### src/rtl/axi_rd_arb.sv
// Two-master AXI read arbiter: grants one whole burst at a time, registers AR, routes R to owner until rlast.
// Optional macro AXI_RD_ARB_RR_EN selects round-robin tie-break (default: m1 wins ties).
module axi_rd_arb #(
  parameter int ADDR_W = 32,
  parameter int DATA_W = 64,
  parameter int ID_W   = 4
) (
  input  logic              clock,
  input  logic              reset,
  input  logic [ID_W-1:0]   m0_arid,
  input  logic [ADDR_W-1:0] m0_araddr,
  input  logic [7:0]        m0_arlen,
  input  logic [2:0]        m0_arsize,
  input  logic [1:0]        m0_arburst,
  input  logic              m0_arvalid,
  output logic              m0_arready,
  output logic [ID_W-1:0]   m0_rid,
  output logic [DATA_W-1:0] m0_rdata,
  output logic [1:0]        m0_rresp,
  output logic              m0_rlast,
  output logic              m0_rvalid,
  input  logic              m0_rready,
  input  logic [ID_W-1:0]   m1_arid,
  input  logic [ADDR_W-1:0] m1_araddr,
  input  logic [7:0]        m1_arlen,
  input  logic [2:0]        m1_arsize,
  input  logic [1:0]        m1_arburst,
  input  logic              m1_arvalid,
  output logic              m1_arready,
  output logic [ID_W-1:0]   m1_rid,
  output logic [DATA_W-1:0] m1_rdata,
  output logic [1:0]        m1_rresp,
  output logic              m1_rlast,
  output logic              m1_rvalid,
  input  logic              m1_rready,
  output logic [ID_W-1:0]   s_arid,
  output logic [ADDR_W-1:0] s_araddr,
  output logic [7:0]        s_arlen,
  output logic [2:0]        s_arsize,
  output logic [1:0]        s_arburst,
  output logic              s_arvalid,
  input  logic              s_arready,
  input  logic [ID_W-1:0]   s_rid,
  input  logic [DATA_W-1:0] s_rdata,
  input  logic [1:0]        s_rresp,
  input  logic              s_rlast,
  input  logic              s_rvalid,
  output logic              s_rready,
  output logic              busy,
  output logic              owner
);

  typedef enum logic [1:0] {IDLE = 2'd0, ADDR = 2'd1, DATA = 2'd2} state_t;

  state_t            state_reg, state_next;
  logic              owner_reg;
  logic [ID_W-1:0]   arid_reg;
  logic [ADDR_W-1:0] araddr_reg;
  logic [7:0]        arlen_reg;
  logic [2:0]        arsize_reg;
  logic [1:0]        arburst_reg;
  logic              any_req;
  logic              grant_m1;

  always_comb begin
    any_req = m0_arvalid | m1_arvalid;
`ifdef AXI_RD_ARB_RR_EN
    // On a tie the master that did not own the last burst wins.
    grant_m1 = m1_arvalid & (~m0_arvalid | ~owner_reg);
`else
    grant_m1 = m1_arvalid;
`endif
  end

  always_comb begin
    state_next = state_reg;
    m0_arready = 1'b0;
    m1_arready = 1'b0;
    s_rready   = 1'b0;
    case (state_reg)
      IDLE: begin
        // Readies are masked while reset is held so no handshake can be lost.
        m0_arready = reset & m0_arvalid & ~grant_m1;
        m1_arready = reset & grant_m1;
        if (any_req) state_next = ADDR;
      end
      ADDR: begin
        if (s_arready) state_next = DATA;
      end
      DATA: begin
        s_rready = owner_reg ? m1_rready : m0_rready;
        if (s_rvalid && s_rready && s_rlast) state_next = IDLE;
      end
      default: state_next = IDLE;
    endcase
  end

  always_ff @(posedge clock) begin
    if (!reset) begin
      state_reg   <= IDLE;
      owner_reg   <= 1'b1;
      arid_reg    <= '0;
      araddr_reg  <= '0;
      arlen_reg   <= '0;
      arsize_reg  <= '0;
      arburst_reg <= '0;
    end else begin
      state_reg <= state_next;
      if (state_reg == IDLE && any_req) begin
        owner_reg   <= grant_m1;
        arid_reg    <= grant_m1 ? m1_arid    : m0_arid;
        araddr_reg  <= grant_m1 ? m1_araddr  : m0_araddr;
        arlen_reg   <= grant_m1 ? m1_arlen   : m0_arlen;
        arsize_reg  <= grant_m1 ? m1_arsize  : m0_arsize;
        arburst_reg <= grant_m1 ? m1_arburst : m0_arburst;
      end
    end
  end

  always_comb begin
    m0_rid    = '0;
    m0_rdata  = '0;
    m0_rresp  = '0;
    m0_rlast  = 1'b0;
    m0_rvalid = 1'b0;
    m1_rid    = '0;
    m1_rdata  = '0;
    m1_rresp  = '0;
    m1_rlast  = 1'b0;
    m1_rvalid = 1'b0;
    if (state_reg == DATA) begin
      if (owner_reg) begin
        m1_rid    = s_rid;
        m1_rdata  = s_rdata;
        m1_rresp  = s_rresp;
        m1_rlast  = s_rlast;
        m1_rvalid = s_rvalid;
      end else begin
        m0_rid    = s_rid;
        m0_rdata  = s_rdata;
        m0_rresp  = s_rresp;
        m0_rlast  = s_rlast;
        m0_rvalid = s_rvalid;
      end
    end
  end

  assign s_arid    = arid_reg;
  assign s_araddr  = araddr_reg;
  assign s_arlen   = arlen_reg;
  assign s_arsize  = arsize_reg;
  assign s_arburst = arburst_reg;
  assign s_arvalid = (state_reg == ADDR);
  assign busy      = (state_reg != IDLE);
  assign owner     = owner_reg;

endmodule

### config.mk
export PLATFORM = sky130hd
export DESIGN_NAME = axi_rd_arb
export DESIGN_NICKNAME = d
export VERILOG_FILES = /design/src/rtl/axi_rd_arb.sv
export SDC_FILE = /design/constraint.sdc
export NUM_CORES = 1
export LEC_CHECK = 0
export BUFFER_PORTS_ARGS = -buffer_cell sky130_fd_sc_hd__buf_2
export CAP_MARGIN = 20
export CORE_AREA = 2 2 144 146
export CTS_CLUSTER_DIAMETER = 40
export DETAILED_ROUTE_END_ITERATION = 7
export DIE_AREA = 0 0 146 148
export HOLD_SLACK_MARGIN = 0.08
export SLEW_MARGIN = 5
export SYNTH_ARGS = -nofsm -noshare
export SYNTH_HDL_FRONTEND = slang
export SYNTH_SLANG_ARGS = --single-unit
export TNS_END_PERCENT = 100
### constraint.sdc
create_clock -name clock -period 2 [get_ports clock]
set_input_delay 0.2 -clock clock [delete_from_list [all_inputs] [get_ports clock]]
set_output_delay 0.2 -clock clock [all_outputs]
set_load 0.005 [all_outputs]
==> out/results.ini, run 1 <==
[critical_path]
path_buf_inv = 2
worstPathCellList = nand2b_1 > nor2_4 > buf_12 > and2_1 > buf_2
arrival_ns = 1.68
worstPathMaxFanout = 69
ff2ff_setup_slack_ns = 0.61
slowest_delay_ns = 0.34
crit_family = simple AND/OR/NAND/NOR gates
r2r-start = state_reg[0]
worst_setup_path_start_kind = flop
worstPathRequired_ns = 1.80
path_class = flop to output pin
rr_worst_depth = 4
cpMaxStageDelayCell = dfxtp_1
end_kind = output pin
r2r-end = s_araddr[4]

[final_layout]
fin_cells = 1032
finalCoreUtilization_pct = 28.65
layout.nets = 935
layout_commonest_cell = buf_2
multi_input_area_mm2 = 0.002190
syn2layout_area_growth_pct = 68.49
n_fill_cell = 2202
largest_register_ffs = 32
seq_area_mm2 = 0.001041
layout_common_cells = 375 x buf_2, 144 x and2_1, 52 x dfxtp_1
layout-drive-gt1-share_pct = 53.62

[yosys]
syn_nets = 586
synth_seq_area_share_pct = 30.55
ys_top_cells_by_area = dfxtp_1 31%, and2_1 27%, mux2i_1 15%
ys_types = 22
ys_warn_count = 0
synth-xor-area-share_pct = 0
synth_top_family_by_area = simple AND/OR/NAND/NOR gates
ys_ff_latch = 52
synthCells = 409
yosysTopAreaCellShare_pct = 30.55
synth-compound-area-share_pct = 20.12
synth_area_leader_cell = dfxtp_1
syn_avg_cell_area_um2 = 8.330
synth-simple-area-share_pct = 28.76
syn_area_mm2 = 0.003407
synth.mux.area_fraction_pct = 14.69
synth_fa_ha_area_share_pct = 0

[sta]
hold_viol_final = 0
period_share_pct = 93.82
max_freq_ghz = 0.5329
rsz0062_at_grt = false
tns_ns = 0
finalSetupViolCount = 0
fin_worst_skew_ns = 0.005715
slew_violations = 0
post-route-min-period_ns = 1.876
worst_pin_slew_ns = 0.5064
slew_headroom_pct = 66.24

[cts]
cts_tree = yes
clkLatencyLatePin_ns = 0.29
numCtsBuffers = 5
cts_num_sinks = 52
root_buffer = clkbuf_16
post_cts_resized = 0
cts.htree.levels = 2
path_clk_slew_ns = 0.07
clockBufferDepth = 2

[place]
routabilityCongestion = 0.8100
dp.cells = 1020
post-dp-hpwl_um = 15040
portBuffers = 375

[global_route]
overflow = 0
grt_pass1_wl_um = 24780
grtUsageTotal_pct = 15.36
grt_pass1_vias = 3861
grt_max_degree = 70
antenna_found_initial = 11

[die]
ioPinCount = 376
coreArea_mm2 = 0.02004
rows = 52
die_width_um = 146
die_area_mm2 = 0.02161
die_h_um = 148
floorplan.initialDensity_pct = 17.00

[drt]
viasPerCell = 4.110
wl_per_cell_um = 17.05
drt_iter0_markers = 113
drcViolationCount = 0
dr.pass1.iters = 4
ant_nets = 0
vias = 4242
wirelength_um = 17590

[hold_path]
hold_path.class = input pin to flop
hold_depth = 3
min_from = s_arready
min_to = state_reg[1]

[power]
peakVddDrop_mv = 0.3049
power_density_mw_per_mm2 = 541.1
p_total_mw = 3.106
leakagePower_nw = 3.263

[flow_run]
maxCapViolCount = 0

[run_status]
outcome = completed

-- report_power, final --
part           leakage, nW  internal (mW)  switching (mW)
combinational         2.76          0.480           0.513
clock               0.0713          0.468           0.408
sequential           0.432           1.17          0.0692
total                 3.26           2.12           0.990
-- cell type report --
class / count / area share [%]
Tap cell: 270 / 5.885
Multi-Input combinational cell: 311 / 38.14
Clock inverter: 2 / 0.2398
Sequential cell: 52 / 18.13
Clock buffer: 6 / 2.245
Timing Repair Buffer: 384 / 34.96
Antenna cell: 3 / 0.1308
Inverter: 4 / 0.2616
-- worst max-delay path by stage --
| stage | slack (ns) | from | depth (start not counted) | to |
|---|---|---|---|---|
| CTS | 0.08 | state_reg[0] | 5 | m1_rdata[18] |
| global placement | 0.43 | state_reg[0] | 5 | m1_rdata[27] |
| finish | 0.12 | state_reg[0] | 5 | m0_rdata[0] |
| floorplan | 0.55 | state_reg[0] | 4 | m0_arready |
| detailed placement | 0.41 | state_reg[0] | 5 | m1_rdata[18] |
| global route | 0.004 | state_reg[0] | 5 | m0_rid[2] |
-- Yosys cell counts --
| cell | number |
|---|---|
| or2_1 | 1 |
| buf_6 | 3 |
| nand2_1 | 3 |
| nand2b_1 | 2 |
| nor4_1 | 1 |
| clkbuf_1 | 35 |
| nand3_1 | 1 |
| mux2i_1 | 50 |
| a211oi_2 | 10 |
| nor2_1 | 5 |
| a21oi_1 | 50 |
| and2_1 | 145 |
| dfxtp_1 | 52 |
| clkbuf_2 | 1 |
| a211oi_1 | 39 |
| and3_1 | 1 |
| buf_2 | 3 |
| inv_2 | 1 |
| nor2b_1 | 1 |
| inv_1 | 3 |
| o31ai_1 | 1 |
| a221o_1 | 1 |
-- worst register-to-register path, stage by stage, from the launching register on --
cell,delay (ns)
dfxtp_1,0.34
nor2_4,0.17
buf_4,0.42
a21oi_1,0.17
a211oi_1,0.21
-- repair_timing --
action,4_1_cts,5_1_grt
hold buffers,0,0
endpoints found under the setup margin,0,47
buffers inserted,0,1
-- cells by family (layout without fill, tap and decap cells) --
| family | Yosys count | in the layout |
|---|---|---|
| AND/OR/NAND/NOR | 160 | 160 |
| buffers and inverters | 46 | 396 |
| other | 0 | 3 |
| flip-flops | 52 | 52 |
| AO/OA/AOI/OAI | 101 | 101 |
| multiplexers | 50 | 50 |
-- layer usage --
| metal | track usage, % | wire length (um) |
|---|---|---|
| met5 | 0 | 12 |
| met1 | 18.33 | 6637 |
| met2 | 28.70 | 9059 |
| met3 | 2.778 | 1524 |
| met4 | 3.252 | 358 |
-- per-stage QoR --
stage / setup WS (ns) / hold WS [ns] / cell area, um2
2_1_floorplan: 0.5462 / 0.3324 / 3407
3_3_place_gp: 0.4323 / 0.4732 / 5583
3_5_place_dp: 0.4054 / 0.4593 / 5583
4_1_cts: 0.07819 / 0.1476 / 5725
5_1_grt: 0.004022 / 0.1704 / 5733
6_report: 0.1236 / 0.1479 / 5741
No activity file was read; power rests on OpenSTA's default activity.
==> inputs of run 2 (changes only) <==
- ABC_AREA: unset -> 1
- BUFFER_PORTS_ARGS: -buffer_cell sky130_fd_sc_hd__buf_2 -> -buffer_cell sky130_fd_sc_hd__buf_4
- CORE_AREA: 2 2 144 146 -> 2 2 146 148
- DIE_AREA: 0 0 146 148 -> 0 0 148 150
==> run 2 against run 1 <==
Against the previous run:
- final cell count increased by 22%
- clock skew decreased by 0.0013 ns
- flip-flop and latch count unchanged
- largest power group unchanged
- non-clock buffer count decreased by 1
- hold slack improved by 0.029 ns
- largest cell class is now buffers
- sequential power about the same
- die area increased by 2.7%
- critical path type unchanged
==> out/results.ini, run 2 <==
[die]
rows = 53  ; was 52
floorplan.initialDensity_pct = 16.90  ; was 17.00%
die_width_um = 148  ; was 146 um
coreArea_mm2 = 0.02069  ; was 0.02004 mm2
die_h_um = 150  ; was 148 um
die_area_mm2 = 0.02220  ; was 0.02161 mm2
ioPinCount = 376  ; unchanged

[run_status]
outcome = completed  ; unchanged

[yosys]
ys_top_cells_by_area = dfxtp_1 30%, nor2_1 26%, nand2_1 17%  ; was dfxtp_1 31%, and2_1 27%, mux2i_1 15%
syn_avg_cell_area_um2 = 5.525  ; was 8.330 um2
syn_area_mm2 = 0.003497  ; was 0.003407 mm2
synth_ff_type = dfxtp_1  ; unchanged
synth_edf_count = 0  ; unchanged
synthCells = 633  ; was 409
synth_commonest_cells = 243 x nor2_1, 155 x nand2_1, 80 x inv_1  ; was 145 x and2_1, 52 x dfxtp_1, 50 x a21oi_1, 50 x mux2i_1, 39 x a211oi_1
ys_warn_count = 0  ; unchanged
yosysTopAreaCellShare_pct = 29.77  ; was 30.55%
synth_seq_area_share_pct = 29.77  ; was 30.55%
syn_nets = 810  ; was 586
async_reset_ff_share_pct = 0  ; unchanged
synth_area_leader_cell = dfxtp_1  ; unchanged
ys_ff_latch = 52  ; unchanged
ys_types = 18  ; was 22
synth.most_common_cell = nor2_1  ; was and2_1

[sta]
slew_headroom_pct = 64.32  ; was 66.24%
worst_pin_slew_ns = 0.5352  ; was 0.5064 ns
period_share_pct = 91.54  ; was 93.82%
fin_worst_skew_ns = 0.004438  ; was 0.005715 ns
tns_ns = 0  ; unchanged
max_freq_ghz = 0.5462  ; was 0.5329 GHz
post-route-min-period_ns = 1.831  ; was 1.876 ns
finalSetupViolCount = 0  ; unchanged
rsz0062_at_grt = false  ; unchanged
slew_violations = 0  ; unchanged
hold_viol_final = 0  ; unchanged

[final_layout]
layout.nets = 1160  ; was 935
layout_common_cells = 380 x buf_4, 243 x nor2_1, 155 x nand2_1  ; was 375 x buf_2, 144 x and2_1, 52 x dfxtp_1
multi_input_area_mm2 = 0.001828  ; was 0.002190 mm2
layout_commonest_cell = buf_4  ; was buf_2
largest_register_ffs = 32  ; unchanged
seq_area_mm2 = 0.001041  ; unchanged
syn2layout_area_growth_pct = 87.37  ; was 68.49%
n_fill_cell = 2361  ; was 2202
layout-drive-gt1-share_pct = 40.28  ; was 53.62%
finalCoreUtilization_pct = 31.67  ; was 28.65%

[global_route]
grtUsageTotal_pct = 13.76  ; was 15.36%
grt_pass1_vias = 4446  ; was 3861
grt_pass1_wl_um = 23970  ; was 24780 um
grt_max_degree = 73  ; was 70
antenna_found_initial = 1  ; was 11
overflow = 0  ; unchanged

[critical_path]
worstPathRequired_ns = 1.80  ; about the same
arrival_ns = 1.63  ; was 1.68 ns
worst_setup_path_start_kind = flop  ; unchanged
rr_worst_depth = 5  ; was 4
worstPathMaxFanout = 72  ; was 69
path_class = flop to output pin  ; unchanged
end_kind = output pin  ; unchanged

[power]
peakVddDrop_mv = 0.3619  ; was 0.3049 mV
leakagePower_nw = 3.956  ; was 3.263 nW
power_density_mw_per_mm2 = 494.4  ; was 541.1 mW/mm2

[drt]
dr.pass1.iters = 4  ; unchanged
viasPerCell = 3.898  ; was 4.110
wl_per_cell_um = 13.28  ; was 17.05 um
vias = 4907  ; was 4242
wirelength_um = 16710  ; was 17590 um
drt_iter0_markers = 121  ; was 113
drcViolationCount = 0  ; unchanged
ant_nets = 0  ; unchanged

[cts]
cts_num_sinks = 52  ; unchanged
cts.htree.levels = 2  ; unchanged
clkLatencyLatePin_ns = 0.29  ; about the same
path_clk_slew_ns = 0.07  ; about the same
clockBufferDepth = 2  ; unchanged
numCtsBuffers = 5  ; unchanged
cts_tree = yes  ; unchanged
hold_buffers = 0  ; unchanged
cts_setup_buffers = 0  ; unchanged
root_buffer = clkbuf_16  ; unchanged

[place]
post-dp-hpwl_um = 13680  ; was 15040 um
routabilityCongestion = 0.8749  ; was 0.8100
portBuffers = 375  ; unchanged

[hold_path]
hold_path.class = input pin to flop  ; unchanged
hold_depth = 4  ; was 3

[flow_run]
maxCapViolCount = 0  ; unchanged

==> run 2: cell types whose count changed after synthesis, sizes merged, moves of 2 or more <==
cell	delta
nor2	+240
nand2	+154
and2	-144
inv	+78
o21ai	+51
mux2i	-50
a211oi	-49
a21oi	-47
clkbuf	-31
buf	+29
nand2b	-2
==> run 2: final cells by class <==
type                    instances  area share (%)
well taps                     275           5.251
clock inverters                 1         0.07638
clock buffers                   6           1.967
inverters                      82           4.697
flip-flops and latches         52           15.89
multi-input cells             459           27.90
repair buffers                383           44.19
diodes                          1         0.03819
==> run 2: stage by stage <==
step	worst slack (ns)	power, mW	hold slack [ns]	instance area (um2)	instances
CTS	0.04696	3.295	0.1717	6546	1258
finish	0.1692	3.240	0.1771	6553	1259
floorplan	0.8139	1.770	0.3474	3497	633
global route	0.04482	3.463	0.1869	6553	1259
global placement	0.2787	2.421	0.4624	6409	1251
detailed placement	0.3112	2.435	0.4717	6409	1251
==> run 2: cells by family (layout without fill, tap and decap cells) <==
kind of cell           after synthesis  count (layout)  synth area share [%]
other                                0               1                     0
buffers and inverters              122             472                 17.96
and+or+nand+nor                    405             405                 44.22
AOI/OAI and AO/OA                   54              54                 8.050
DFF                                 52              52                 29.77
==> run 2: power breakdown <==
group | total [mW] | leakage, nW | internal [mW] | switching, mW
sequential | 1.24 | 0.432 | 1.17 | 0.0715
combinational | 1.16 | 3.46 | 0.601 | 0.555
clock | 0.846 | 0.0667 | 0.457 | 0.390
total | 3.24 | 3.96 | 2.22 | 1.02
==> run 2: critical path, stage by stage, from the launching register on <==
cell and delay, ns:
dfxtp_1 0.43, nor2_4 0.08, nand2_2 0.06, buf_6 0.40, nor2_1 0.15, buf_4 0.17
==> run 2: path summary, 6_finish.rpt <==
check | start | end | slack (ns)
max | state_reg[0] | m0_rdata[62] | 0.17
min reg2reg | s_arlen[7] | s_arlen[7] | 0.48
min | s_arready | state_reg[0] | 0.18
max reg2reg | state_reg[0] | s_araddr[18] | 0.60
==> run 2: metal layers <==
layer	vias to the layer above	global-route usage (%)	share of wire [%]
met2	230	24.70	50
met5	-	0	0
met1	2114	15.56	38
met4	0	4.476	2.8
met3	23	4.146	9.3
li1	2540	-	-
==> run 2: repair_timing <==
item	CTS	global route
hold endpoints to repair	0	0
setup endpoints to repair	1	70
resized for setup	1	1
pin swaps	0	0
